`config.mk`:
```
export PLATFORM = sky130hd
export DESIGN_NAME = kb_keymap_decoder
export DESIGN_NICKNAME = d
export VERILOG_FILES = /design/src/rtl/kb_keymap_decoder.sv
export SDC_FILE = /design/constraint.sdc
export NUM_CORES = 1
export LEC_CHECK = 0
export ABC_CLOCK_PERIOD_IN_PS = 3950
export CAP_MARGIN = 20
export CORE_MARGIN = 2
export CORE_UTILIZATION = 60
export CTS_CLUSTER_DIAMETER = 200
export DETAILED_ROUTE_END_ITERATION = 10
export PLACE_DENSITY = 0.92
export SLEW_MARGIN = 40
export SYNTH_ARGS = -nofsm -noshare
export SYNTH_HDL_FRONTEND = slang
export SYNTH_SLANG_ARGS = --single-unit
export TNS_END_PERCENT = 5
```
`constraint.sdc`:
```
create_clock -name clk -period 3.95 [get_ports clk]
set_input_delay 1.185 -clock clk [delete_from_list [all_inputs] [get_ports clk]]
set_output_delay 1.185 -clock clk [all_outputs]
set_load 0.02 [all_outputs]
```
`src/rtl/kb_keymap_decoder.sv`:
```
// ---------------------------------------------------------------------------
// kb_keymap_decoder
//
// Purpose:
//   Decodes the PS/2 scan-code byte stream coming from ps2_rx into make/break
//   state for NUM_KEYS programmable scan codes (including E0-extended codes).
//   It produces held levels, press/release pulses and an optional typematic
//   auto-repeat pulse for the most recently pressed key.
//
// Parameters:
//   NUM_KEYS     - number of tracked keys (1..32)
//   CODES        - flat NUM_KEYS*9-bit key map, slice i = CODES[9*i+8:9*i],
//                  bit 8 = E0-extended, bits 7:0 = scan code
//   REPEAT_EN    - 1 enables auto-repeat, 0 ties key_rpt low
//   REPEAT_DELAY - clk cycles from key_press pulse to first key_rpt (>=1)
//   REPEAT_RATE  - clk cycles between successive key_rpt pulses (>=1)
//
// Ports:
//   clk            in   system clock
//   reset          in   asynchronous, active-high reset
//   scan_done_tick in   one-cycle strobe, scan_code valid
//   scan_code      in   [7:0] received byte
//   key_held       out  [NUM_KEYS-1:0] level, key i is down
//   key_press      out  [NUM_KEYS-1:0] one-cycle pulse on press
//   key_release    out  [NUM_KEYS-1:0] one-cycle pulse on release
//   key_rpt        out  [NUM_KEYS-1:0] one-cycle auto-repeat pulse
//   any_held       out  OR of key_held, one cycle behind key_held
// ---------------------------------------------------------------------------
module kb_keymap_decoder #(
   parameter int                    NUM_KEYS     = 6,
   parameter logic [NUM_KEYS*9-1:0] CODES        = {6{9'h000}},
   parameter int                    REPEAT_EN    = 1,
   parameter int                    REPEAT_DELAY = 50_000_000,
   parameter int                    REPEAT_RATE  = 10_000_000
) (
   input  logic                clk,
   input  logic                reset,
   input  logic                scan_done_tick,
   input  logic [7:0]          scan_code,
   output logic [NUM_KEYS-1:0] key_held,
   output logic [NUM_KEYS-1:0] key_press,
   output logic [NUM_KEYS-1:0] key_release,
   output logic [NUM_KEYS-1:0] key_rpt,
   output logic                any_held
);

   localparam int CNT_MAX = (REPEAT_DELAY > REPEAT_RATE) ? REPEAT_DELAY : REPEAT_RATE;
   localparam int CNT_W   = $clog2(CNT_MAX + 32'sd1);
   localparam int IDX_W   = (NUM_KEYS > 32'sd1) ? $clog2(NUM_KEYS) : 32'sd1;

   localparam logic [CNT_W-1:0] DELAY_LD = CNT_W'(REPEAT_DELAY);
   localparam logic [CNT_W-1:0] RATE_LD  = CNT_W'(REPEAT_RATE);
   localparam logic [CNT_W-1:0] CNT_ONE  = CNT_W'(32'd1);
   localparam logic             RPT_ON   = (REPEAT_EN > 32'sd0);

   // Prefix FSM states
   localparam logic [2:0] ST_IDLE    = 3'd0;
   localparam logic [2:0] ST_EXT     = 3'd1;
   localparam logic [2:0] ST_BRK     = 3'd2;
   localparam logic [2:0] ST_EXT_BRK = 3'd3;
   localparam logic [2:0] ST_PAUSE   = 3'd4;

   localparam logic [7:0] B_E0 = 8'hE0;
   localparam logic [7:0] B_E1 = 8'hE1;
   localparam logic [7:0] B_F0 = 8'hF0;

   logic [2:0]          state_r, state_nxt_s;
   logic [2:0]          skip_r, skip_nxt_s;
   logic                ev_make_s, ev_brk_s, ev_ext_s;

   logic [NUM_KEYS-1:0] match_s, press_s, rel_s;
   logic [NUM_KEYS-1:0] held_r, held_nxt_s;
   logic [NUM_KEYS-1:0] press_r, rel_r, rpt_r, rpt_nxt_s;
   logic                any_r;

   logic                trk_valid_r, trk_valid_nxt_s;
   logic [IDX_W-1:0]    trk_idx_r, trk_idx_nxt_s, new_idx_s;
   logic [CNT_W-1:0]    trk_cnt_r, trk_cnt_nxt_s;
   logic                trk_hit_s;

   // Prefix FSM: classifies each byte as prefix, make or break event
   always_comb begin
      state_nxt_s = state_r;
      skip_nxt_s  = skip_r;
      ev_make_s   = 1'b0;
      ev_brk_s    = 1'b0;
      ev_ext_s    = 1'b0;
      if (scan_done_tick) begin
         case (state_r)
            ST_IDLE: begin
               if (scan_code == B_E0) begin
                  state_nxt_s = ST_EXT;
               end else if (scan_code == B_F0) begin
                  state_nxt_s = ST_BRK;
               end else if (scan_code == B_E1) begin
                  state_nxt_s = ST_PAUSE;
                  skip_nxt_s  = 3'd7;
               end else begin
                  ev_make_s   = 1'b1;
               end
            end
            ST_EXT: begin
               if (scan_code == B_F0) begin
                  state_nxt_s = ST_EXT_BRK;
               end else if (scan_code == B_E0) begin
                  state_nxt_s = ST_EXT;
               end else begin
                  ev_make_s   = 1'b1;
                  ev_ext_s    = 1'b1;
                  state_nxt_s = ST_IDLE;
               end
            end
            ST_BRK: begin
               ev_brk_s    = 1'b1;
               state_nxt_s = ST_IDLE;
            end
            ST_EXT_BRK: begin
               ev_brk_s    = 1'b1;
               ev_ext_s    = 1'b1;
               state_nxt_s = ST_IDLE;
            end
            ST_PAUSE: begin
               // E1 loaded 7; the 7th following byte ends the Pause sequence
               if (skip_r <= 3'd1) begin
                  skip_nxt_s  = 3'd0;
                  state_nxt_s = ST_IDLE;
               end else begin
                  skip_nxt_s  = skip_r - 3'd1;
                  state_nxt_s = ST_PAUSE;
               end
            end
            default: begin
               state_nxt_s = ST_IDLE;
               skip_nxt_s  = 3'd0;
            end
         endcase
      end else begin
         state_nxt_s = state_r;
      end
   end

   // Key map match: every matching slice is updated, so duplicates track together
   always_comb begin
      for (int i = 0; i < NUM_KEYS; i++) begin
         match_s[i] = ({ev_ext_s, scan_code} == CODES[9*i +: 9]);
         press_s[i] = ev_make_s & match_s[i] & ~held_r[i];
         rel_s[i]   = ev_brk_s  & match_s[i] &  held_r[i];
      end
      held_nxt_s = (held_r | press_s) & ~rel_s;
   end

   // Repeat tracker: press retargets, break of tracked key idles, else count down
   always_comb begin
      new_idx_s = {IDX_W{1'b0}};
      // Descending scan so the lowest pressed index wins
      for (int i = NUM_KEYS - 1; i >= 0; i--) begin
         if (press_s[i]) begin
            new_idx_s = IDX_W'(i);
         end else begin
            new_idx_s = new_idx_s;
         end
      end

      trk_hit_s = 1'b0;
      for (int i = 0; i < NUM_KEYS; i++) begin
         if ((trk_idx_r == IDX_W'(i)) && rel_s[i]) begin
            trk_hit_s = 1'b1;
         end else begin
            trk_hit_s = trk_hit_s;
         end
      end

      trk_valid_nxt_s = trk_valid_r;
      trk_idx_nxt_s   = trk_idx_r;
      trk_cnt_nxt_s   = trk_cnt_r;
      rpt_nxt_s       = {NUM_KEYS{1'b0}};

      // Priority order makes press and break win over a coincident expiry
      if (|press_s) begin
         trk_valid_nxt_s = 1'b1;
         trk_idx_nxt_s   = new_idx_s;
         trk_cnt_nxt_s   = DELAY_LD;
      end else if (trk_valid_r && trk_hit_s) begin
         trk_valid_nxt_s = 1'b0;
         trk_cnt_nxt_s   = {CNT_W{1'b0}};
      end else if (trk_valid_r) begin
         // Expiry is detected one cycle early so the registered pulse lands
         // exactly DELAY / RATE cycles after the press / previous repeat.
         if (trk_cnt_r <= CNT_ONE) begin
            trk_cnt_nxt_s = RATE_LD;
            for (int i = 0; i < NUM_KEYS; i++) begin
               rpt_nxt_s[i] = RPT_ON & (trk_idx_r == IDX_W'(i));
            end
         end else begin
            trk_cnt_nxt_s = trk_cnt_r - CNT_ONE;
         end
      end else begin
         trk_valid_nxt_s = 1'b0;
      end
   end

   // State and output registers
   always_ff @(posedge clk or posedge reset) begin
      if (reset) begin
         state_r     <= ST_IDLE;
         skip_r      <= 3'd0;
         held_r      <= {NUM_KEYS{1'b0}};
         press_r     <= {NUM_KEYS{1'b0}};
         rel_r       <= {NUM_KEYS{1'b0}};
         rpt_r       <= {NUM_KEYS{1'b0}};
         any_r       <= 1'b0;
         trk_valid_r <= 1'b0;
         trk_idx_r   <= {IDX_W{1'b0}};
         trk_cnt_r   <= {CNT_W{1'b0}};
      end else begin
         state_r     <= state_nxt_s;
         skip_r      <= skip_nxt_s;
         held_r      <= held_nxt_s;
         press_r     <= press_s;
         rel_r       <= rel_s;
         rpt_r       <= rpt_nxt_s;
         any_r       <= |held_r;
         trk_valid_r <= trk_valid_nxt_s;
         trk_idx_r   <= trk_idx_nxt_s;
         trk_cnt_r   <= trk_cnt_nxt_s;
      end
   end

   assign key_held    = held_r;
   assign key_press   = press_r;
   assign key_release = rel_r;
   assign key_rpt     = rpt_r;
   assign any_held    = any_r;

endmodule
```
### Word-level counts from Yosys, hierarchy flattened

Cells that the tools add are included.

* reductions and logical operators: 17
* bitwise gates (word level): 24
* multiplexer cells: 46
* add/sub/neg operators: 2
* equal/unequal tests: 16
* $lt $le $gt $ge: 2

Operators by type and width (count)
* $mux W26: 4
* $mux W3: 14
* $le A26 B1 Y1 const B: 1
* $sub A26 B1 Y26 const B: 1
* $eq A8 B8 Y1 const B: 3
* $mux W6: 4
* $mux W1: 19
* $pmux W3 S3: 2
* $and A1 B1 Y1: 14
* $eq A3 B2 Y1 const B: 4
* $reduce_or A6 Y1: 2
* $eq A3 B3 Y1 const B: 3
* $logic_not A9 Y1: 1
* $logic_and A1 B1 Y1: 7
* $not A1 Y1: 7
* $and A6 B6 Y6: 1
* $eq A3 B1 Y1 const B: 2
* $logic_not A3 Y1: 2
* $ne A2 B2 Y1 const B: 3
* $not A6 Y6: 1
* $or A6 B6 Y6: 1
* $reduce_and A5 Y1: 1
* $ne A4 B4 Y1 const B: 1
* $pmux W1 S2: 2
* other kinds (7): 7

* bits in registers: 61
* input port bits: 11
* output and inout port bits: 25

### Depth between registers and ports, before layout

Gate-level depths: netlist of the first run.

* depth in word-level cells: 18
* depth in mapped cells: 9

### Least setup slack after synthesis of the first run

No wires, ideal clock.

* path type: input-to-reg
* from: input port scan_code[5]
* to: register trk_cnt_r[10]
* arrival: 2.929 ns
* data required time: 3.830 ns
* setup time: 0.120 ns
* slack: 0.902 ns
* stages on the path: 5
* cells stage by stage: or4_4 > or3_4 > a2111oi_4 > o21ai_4 > a31o_1

* word-level cells in the longest chain between the ends: 18
* elaborated cells on any way between the ends: 44
* classes of those cells: eq/ne (3); mux (17); bitwise (14); reduce/logical (10)

Ends and longest elaborated chain
* start, declared: RTL line 39 `input logic [7:0] scan_code,`
* $eq A8 B8 Y1: RTL line 91, 105
* $mux W1: RTL line 105 `end else if (scan_code == B_E0) begin`
* $mux W1: RTL line 103 `if (scan_code == B_F0) begin`
* $pmux W1 S2: RTL line 89 `case (state_r)`
* $mux W1: RTL line 88 `if (scan_done_tick) begin`
* $logic_not A9 Y1: RTL line 145 `match_s[i] = ({ev_ext_s, scan_code} == CODES[9*i +: 9]);`
* $and A1 B1 Y1 (2 in series): RTL line 147 `rel_s[i] = ev_brk_s & match_s[i] & held_r[i];`
* $logic_and A1 B1 Y1: RTL line 166 `if ((trk_idx_r == IDX_W'(i)) && rel_s[i]) begin`
* $mux W1 (6 in series): RTL line 166
* $logic_and A1 B1 Y1: RTL line 183 `end else if (trk_valid_r && trk_hit_s) begin`
* $mux W26: RTL line 183
* $mux W26: RTL line 179 `if (|press_s) begin`
* end signal, assigned: RTL line 214 `trk_cnt_r <= {CNT_W{1'b0}};`
* end signal, assigned: RTL line 225 `trk_cnt_r <= trk_cnt_nxt_s;`
* end, declared: RTL line 78 `logic [CNT_W-1:0] trk_cnt_r, trk_cnt_nxt_s;`

Several ways; a longest one is shown, not always the timed one.
A chain may end at the register's enable or synchronous reset.

### Worst setup path in the final report of the first run

* from: input port scan_code[4]
* to: register trk_cnt_r[14]

Same word-level chain as after synthesis.

==> results of run 1 <==
-- power breakdown --
part           leakage (nW)  switching [mW]  internal (mW)
sequential            0.788          0.0802          0.681
combinational         0.739           0.188          0.142
clock                 0.126           0.261          0.455
-- metal layers --
metal,GRT usage,vias up,share of wire
li1,-,1300,-
met1,0.374,1407,0.41
met2,0.480,153,0.51
met3,0.0447,21,0.065
met4,0.153,0,0.023
met5,0,-,0
-- cells by family (layout without fill, tap and decap cells) --
group           count (synthesis)  count (layout)
mux                             1               1
flops                          61              61
compound gates                 83              83
simple gates                  160             160
buf+inv                        27              70
xor+xnor                        1               1
fa+ha+maj                       4               4
-- state kept, by name, indices dropped and copies added, names as in the netlist --
register     count
any_held         1
trk_valid_r      1
trk_idx_r        3
key_release      6
state_r          3
trk_cnt_r       26
key_held         6
key_press        6
skip_r           3
key_rpt          6
-- area by class of cell --
cell class | count | share of cell area
inverter | 13 | 0.0126
clock inverter | 5 | 0.0275
sequential | 61 | 0.394
timing repair buffer | 41 | 0.105
tap | 70 | 0.0226
clock buffer | 11 | 0.0391
multi-input combinational | 249 | 0.398
-- worst max-delay path by stage --
| stage | start | endpoint | slack [ps] | cells after the start |
|---|---|---|---|---|
| 6_report | scan_code[4] | trk_cnt_r[14] | 430 | 7 |
| 5_1_grt | scan_code[4] | trk_cnt_r[14] | 360 | 7 |
| 4_1_cts | scan_code[4] | trk_cnt_r[14] | 470 | 7 |
| 3_5_place_dp | scan_code[4] | trk_cnt_r[14] | 130 | 7 |
| 3_3_place_gp | scan_code[4] | trk_cnt_r[4] | 240 | 7 |
| 2_1_floorplan | scan_code[5] | trk_cnt_r[10] | 900 | 5 |
-- worst max-delay path, stage by stage --
cell and delay, ps:
sky130_fd_sc_hd__clkdlybuf4s50_1 510, sky130_fd_sc_hd__or4_4 580, sky130_fd_sc_hd__nor4_4 390, sky130_fd_sc_hd__o31a_2 380, sky130_fd_sc_hd__or2b_2 210, sky130_fd_sc_hd__o21ai_0 110, sky130_fd_sc_hd__a221o_1 360
-- stage by stage --
step,instance area (sq um),std cells,worst slack (ps),hold WS [ps],util
2_1_floorplan,3180,337,902,465,-
5_1_grt,3870,450,356,538,0.758
3_5_place_dp,3610,434,129,505,0.707
3_3_place_gp,3610,434,239,484,0.706
6_report,3870,450,432,511,0.758
4_1_cts,3870,450,468,520,0.758
-- cell usage after synthesis, drive strengths merged, types with 2 or more instances --
| cell | count |
|---|---|
| dfrtp | 61 |
| nor2 | 46 |
| nand2 | 29 |
| o21ai | 25 |
| nor3 | 23 |
| a21oi | 19 |
| inv | 13 |
| nand3 | 9 |
| buf | 7 |
| clkbuf | 7 |
| nand2b | 7 |
| nor4 | 7 |
| or3 | 7 |
| a221o | 6 |
| and2 | 6 |
| nand4 | 6 |
| a31oi | 5 |
| nand3b | 5 |
| or4 | 5 |
| ha | 4 |
| o31ai | 4 |
| o31a | 3 |
| or2 | 3 |
| a2111oi | 2 |
| a31o | 2 |
| a32oi | 2 |
| o211ai | 2 |
| o311ai | 2 |
| or3b | 2 |
==> reports/summary.log, run 1 <==
INFO  timing         worst_clock_skew=11.4ps
INFO  worst_setup_path timing.critical_path.arrival=3740ps
INFO  die            die-area=5900squm
INFO  yosys          number_of_cells_produced_by_synthesis=337
INFO  timing         hold_viol_final=0
INFO  timing         timing.fmax=284MHz
INFO  job            cap_viol_max_count=0
INFO  clock_network  worst_skew_pair.late_latency=340ps
INFO  worst_setup_path critPathKind=primary input to flop
INFO  worst_setup_path setup_slack_of_the_worst_register_to_register_path=1340ps
INFO  yosys          syn_avg_cell_area=9.44squm
INFO  clock_network  cts_hold_repair.buffers=0
INFO  yosys          post_synth_fa_ha_maj_area_fraction=0.0157
INFO  yosys          combinational_family_with_the_most_area_after_synthesis=simple AND/OR/NAND/NOR gates
INFO  yosys          synth_top_area_share=0.480
INFO  final_layout   diodes=0
INFO  die            placeableCoreArea=5110squm
INFO  outcome        run_status=completed
INFO  clock_network  clk_transition_reported_paths=70ps
INFO  final_layout   layout.nets=390
INFO  grt            first_global_vias=2801
INFO  yosys          synth_top_cells_by_area=sky130_fd_sc_hd__dfrtp_1 (48%), sky130_fd_sc_hd__nor2_1 (5.3%), sky130_fd_sc_hd__o21ai_0 (3.8%)
INFO  grt            maximum_number_of_pins_on_one_net_before_global_route_repair=39
INFO  yosys          xor_xnor_portion_of_the_synthesized_cell_area=0.00275
INFO  clock_network  cts_htree_levels=3
INFO  yosys          synth-seq-area-share=0.480
INFO  worst_hold_path worst_hold_path_type=flop to flop
INFO  final_layout   layout_commonest_cell=sky130_fd_sc_hd__dfrtp_1
INFO  timing         tightest_slew=736ps
INFO  power_and_ir_drop cellLeakagePower=1.65nW
INFO  routing        route.detailed.drc=0
INFO  worst_setup_path worstSetupStartpointType=primary input
INFO  worst_hold_path timing.hold.worst_path_depth=2
INFO  routing        drt-initial-drc-count=321
INFO  final_layout   flow.area_growth_from_synthesis=21.6%
INFO  timing         slew-limit-headroom=0.507
INFO  worst_setup_path worst-endpoint-required=4170ps
INFO  timing         post_layout_min_period=3520ps
INFO  die            die_h=76.8um
INFO  yosys          ys_seq_elements=61
INFO  clock_network  clock_sink_count=61
INFO  clock_network  post_cts_resized=0
INFO  power_and_ir_drop totalPowerFinal=1.81mW
INFO  worst_setup_path worst_setup_path_end_kind=flop
INFO  power_and_ir_drop power_per_unit_of_standard_cell_area=467nW/um^2
INFO  die            number_of_core_rows=26
INFO  timing         timing.final.setup_violations=0
INFO  yosys          synth_enable_flop_cells=0
INFO  grt            global_route_wire_length_before_repair=13700um
INFO  die            initial_core_util=0.623
INFO  clock_network  postCtsSetupBuffers=0
INFO  final_layout   layout_common_cells=sky130_fd_sc_hd__dfrtp_1 (61), sky130_fd_sc_hd__nor2_1 (45), sky130_fd_sc_hd__clkdlybuf4s50_1 (35), sky130_fd_sc_hd__nand2_1 (29), sky130_fd_sc_hd__o21ai_0 (24)
INFO  yosys          post_synth_mux_area_share=0.00315
INFO  yosys          synth-compound-area-share=0.187
INFO  die            ioPinCount=36
INFO  timing         slew_limit_fails=0
INFO  routing        detail-route-antenna-nets=0
INFO  place          dp_hpwl=5170um
INFO  final_layout   multi_input_comb_area=1540squm
INFO  yosys          yosys_warnings=0
INFO  worst_setup_path worstReg2RegEnd=trk_cnt_r[14]
INFO  worst_hold_path hold_path.startpoint=trk_cnt_r[25]
INFO  final_layout   seq_area=1530squm
INFO  worst_setup_path r2r_cells=6
INFO  yosys          mappedNetlistNets=352
INFO  clock_network  tritoncts_clock_tree=done
INFO  yosys          yosysUniqueCellTypes=58
INFO  routing        drt-vias-per-instance=6.40
INFO  routing        via_count=2881
INFO  place          place.port_buffers=35
INFO  timing         final_min_period_over_clock_period=0.891
INFO  clock_network  cts_root_buf=sky130_fd_sc_hd__clkbuf_8
INFO  place          place_congestion=0.870
INFO  final_layout   drive_above_1_share=0.121
INFO  worst_setup_path r2r-start=state_r[1]
INFO  routing        wl=7930um
INFO  yosys          synth_area=3180squm
INFO  worst_setup_path critical_path.max_fanout=13
INFO  final_layout   fillerInstances=354
INFO  yosys          synthFlopType=sky130_fd_sc_hd__dfrtp_1
INFO  grt            antenna_found_initial=0
INFO  worst_hold_path whs_endpoint=trk_cnt_r[25]
INFO  grt            globalRouteTotalUtil=0.292
INFO  grt            grt_remaining_overflow=0
INFO  timing         fin_tns_setup=0ps
INFO  clock_network  cts_inserted_buffers=9
INFO  routing        drt-wirelength-per-cell=17.6um
INFO  die            dieWidth=76.8um
INFO  clock_network  clock_tree.buffer_depth=2
INFO  routing        detailedRoute.firstPassIterationCount=6
INFO  timing         rsz0062_at_grt=false
INFO  yosys          synth_simple_gate_area_share=0.274
INFO  yosys          async_set_or_reset_flop_fraction_in_the_synthesized_netlist=1.00
INFO  power_and_ir_drop ir_drop=0.416mV
INFO  yosys          synth_top_area_cell=sky130_fd_sc_hd__dfrtp_1
(Power assumes the default switching activity.)
==> run 2, diff against run 1 <==
Settings changed: RECOVER_POWER set to 25.
==> reports/summary.log, run 2 (synthesized netlist as in run 1, its figures left out) <==
INFO  final_layout   fillerInstances=356 [+0.56%]
INFO  clock_network  cts_hold_repair.buffers=0 [unchanged]
INFO  grt            globalRouteTotalUtil=0.292 [unchanged]
INFO  worst_setup_path critPathKind=primary input to flop
INFO  final_layout   largest_reg_by_ff_count=trk_cnt_r
INFO  grt            antenna_found_initial=0 [unchanged]
INFO  worst_setup_path timing.critical_path.cells=clkdlybuf4s50_1 > or4_4 > nor4_4 > o31a_2 > or2b_2 > o21ai_0 > a221o_1
INFO  worst_setup_path worstSetupStartpointType=primary input
INFO  clock_network  cts_inserted_buffers=9 [unchanged]
INFO  worst_setup_path critical_path.n_buffers_inverters=1 [unchanged]
INFO  power_and_ir_drop power.combinational.fraction=0.182 [about the same]
INFO  worst_setup_path worst_setup_path_end_kind=flop
INFO  place          dp_hpwl=5170um [unchanged]
INFO  job            cap_viol_max_count=0 [unchanged]
INFO  worst_setup_path path_delay_family=simple AND/OR/NAND/NOR gates
INFO  routing        met3_length=596um [+16%]
INFO  routing        route.detailed.drc=0 [unchanged]
INFO  die            die-area=5900squm [unchanged]
INFO  final_layout   final_core_utilization=0.755 [-0.00294]
INFO  timing         hold_viol_final=0 [unchanged]
INFO  final_layout   layout.nets=390 [unchanged]
INFO  clock_network  clock_sink_count=61 [unchanged]
INFO  timing         slew-limit-headroom=0.370 [-0.137]
INFO  worst_setup_path worst-endpoint-required=4170ps [about the same]
INFO  die            initial_core_util=0.623 [unchanged]
INFO  power_and_ir_drop cellLeakagePower=1.65nW [-0.24%]
INFO  final_layout   seq_area=1530squm [unchanged]
INFO  grt            maximum_number_of_pins_on_one_net_before_global_route_repair=39 [unchanged]
INFO  timing         tightest_slew=946ps [+210 ps]
INFO  clock_network  worst_skew_pair.late_latency=340ps [about the same]
INFO  clock_network  cts_htree_levels=3 [unchanged]
INFO  timing         final_min_period_over_clock_period=0.888 [-0.00227]
INFO  clock_network  cts_root_buf=sky130_fd_sc_hd__clkbuf_8
INFO  place          post-place-ws=129ps [unchanged]
INFO  die            number_of_core_rows=26 [unchanged]
INFO  power_and_ir_drop totalPowerFinal=1.80mW [-0.30%]
INFO  place          place_congestion=0.870 [unchanged]
INFO  final_layout   diodes=0 [unchanged]
INFO  clock_network  postCtsSetupBuffers=0 [unchanged]
INFO  place          place.port_buffers=35 [unchanged]
INFO  clock_network  clock_tree.buffer_depth=2 [unchanged]
INFO  timing         rsz0062_at_grt=false
INFO  final_layout   drive_above_1_share=0.118 [-0.00263]
INFO  routing        detail_route.wirelength.met1=3080um [-4.4%]
INFO  die            ioPinCount=36 [unchanged]
INFO  outcome        run_status=completed
INFO  timing         post_layout_min_period=3510ps [-8.95 ps]
INFO  die            placeableCoreArea=5110squm [unchanged]
INFO  power_and_ir_drop netSwitchingFraction=0.292 [-0.00112]
INFO  worst_hold_path worst_hold_path_type=flop to flop
INFO  timing         slew_limit_fails=0 [unchanged]
INFO  power_and_ir_drop cellInternalPower=1.28mW [-0.15%]
INFO  power_and_ir_drop ir_drop=0.417mV [+0.19%]
INFO  power_and_ir_drop power_per_unit_of_standard_cell_area=467nW/um^2 [about the same]
INFO  timing         timing.fmax=285MHz [+0.26%]
INFO  routing        detail-route-antenna-nets=0 [unchanged]
INFO  final_layout   layout_common_cells=sky130_fd_sc_hd__dfrtp_1 (61), sky130_fd_sc_hd__nor2_1 (45), sky130_fd_sc_hd__clkdlybuf4s50_1 (34), sky130_fd_sc_hd__nand2_1 (29), sky130_fd_sc_hd__o21ai_0 (24)
INFO  routing        wl=7880um [-0.67%]
INFO  power_and_ir_drop power.share.sequential=0.422 [about the same]
INFO  power_and_ir_drop clock_power_share=0.396 [about the same]
INFO  timing         timing.final.setup_violations=0 [unchanged]
INFO  timing         worst_clock_skew=11.8ps [+0.365 ps]
INFO  die            dieWidth=76.8um [unchanged]
INFO  routing        detailedRoute.firstPassIterationCount=5 [-1]
INFO  worst_setup_path timing.critical_path.arrival=3730ps [about the same]
INFO  routing        routed.top_layer=met4
INFO  routing        dr_wl_met2=4020um [+0.15%]
INFO  timing         post-route-worst-setup-slack=441ps [+8.95 ps]
INFO  final_layout   largest_register_ffs=26 [unchanged]
INFO  clock_network  tritoncts_clock_tree=done
INFO  grt            global_route_wire_length_before_repair=13700um [unchanged]
INFO  final_layout   layout_commonest_cell=sky130_fd_sc_hd__dfrtp_1
INFO  grt            first_global_vias=2801 [unchanged]
INFO  grt            grt_remaining_overflow=0 [unchanged]
INFO  clock_network  post_cts_resized=0 [unchanged]
INFO  final_layout   flow.area_growth_from_synthesis=21.2%
INFO  routing        drt-wirelength-per-cell=17.5um [-0.67%]
INFO  routing        drt-initial-drc-count=321 [unchanged]
INFO  routing        via_count=2886 [+0.17%]
INFO  worst_setup_path critical_path.max_fanout=13 [unchanged]
INFO  worst_setup_path slowest_stage=sky130_fd_sc_hd__or4_4
INFO  clock_network  clk_transition_reported_paths=70ps [about the same]
INFO  die            die_h=76.8um [unchanged]
INFO  routing        drt-vias-per-instance=6.41 [+0.17%]
INFO  final_layout   multi_input_comb_area=1540squm [unchanged]
INFO  power_and_ir_drop net-switching-power=526uW [-0.68%]
INFO  timing         fin_tns_setup=0ps [unchanged]
INFO  worst_setup_path critical_path.max_stage_delay=580ps [about the same]
[run 2: metal layers]
layer / vias up / global-route usage
li1: 1300 / -
met2: 174 / 0.480
met3: 22 / 0.0447
met1: 1390 / 0.374
met5: - / 0
met4: 0 / 0.153
[run 2: final cells by class]
class,count,area share
clock buffer,11,0.0393
tap,70,0.0227
clock inverter,5,0.0276
sequential,61,0.396
timing repair buffer,41,0.102
inverter,13,0.0127
multi-input combinational,249,0.400
[run 2: per-stage QoR]
stage / std cells / hold WS (ps) / cell area (sq um)
5_1_grt: 450 / 538 / 3850
3_5_place_dp: 434 / 505 / 3610
4_1_cts: 450 / 520 / 3870
2_1_floorplan: 337 / 465 / 3180
6_report: 450 / 514 / 3850
3_3_place_gp: 434 / 484 / 3610
[run 2: power by group through the flow]
stage               Combinational [mW]  Clock [mW]  Sequential, mW
floorplan                        0.252           0           0.742
global placement                 0.298           0           0.765
detailed placement               0.315           0           0.769
CTS                              0.326       0.720           0.759
global route                     0.368       0.748           0.772
finish                           0.327       0.714           0.761
[run 2: worst paths after layout]
kind	depth (start not counted)	slack, ps	from	end
min	2	510	trk_cnt_r[25]	trk_cnt_r[25]
min in group asynchronous	2	1460	reset	key_release[0]
max in group asynchronous	3	1030	reset	trk_cnt_r[13]
max	7	440	scan_code[4]	trk_cnt_r[14]
max reg2reg	6	1350	state_r[1]	trk_cnt_r[14]
min reg2reg	2	510	trk_cnt_r[25]	trk_cnt_r[25]
[run 2: worst register-to-register path, delay by kind of cell, from the launching register on]
| kind | cells | cell delay (ps) |
|---|---|---|
| simple gates | 3 | 1070 |
| compound gates | 3 | 850 |
| flops | 1 | 550 |
==> run 3, diff against run 2 <==
Settings changed: ABC_CLOCK_PERIOD_IN_PS 3950 to not set.
==> results of run 3 <==
Same layout as run 2: the final DEF is identical, and so are final timing and power.
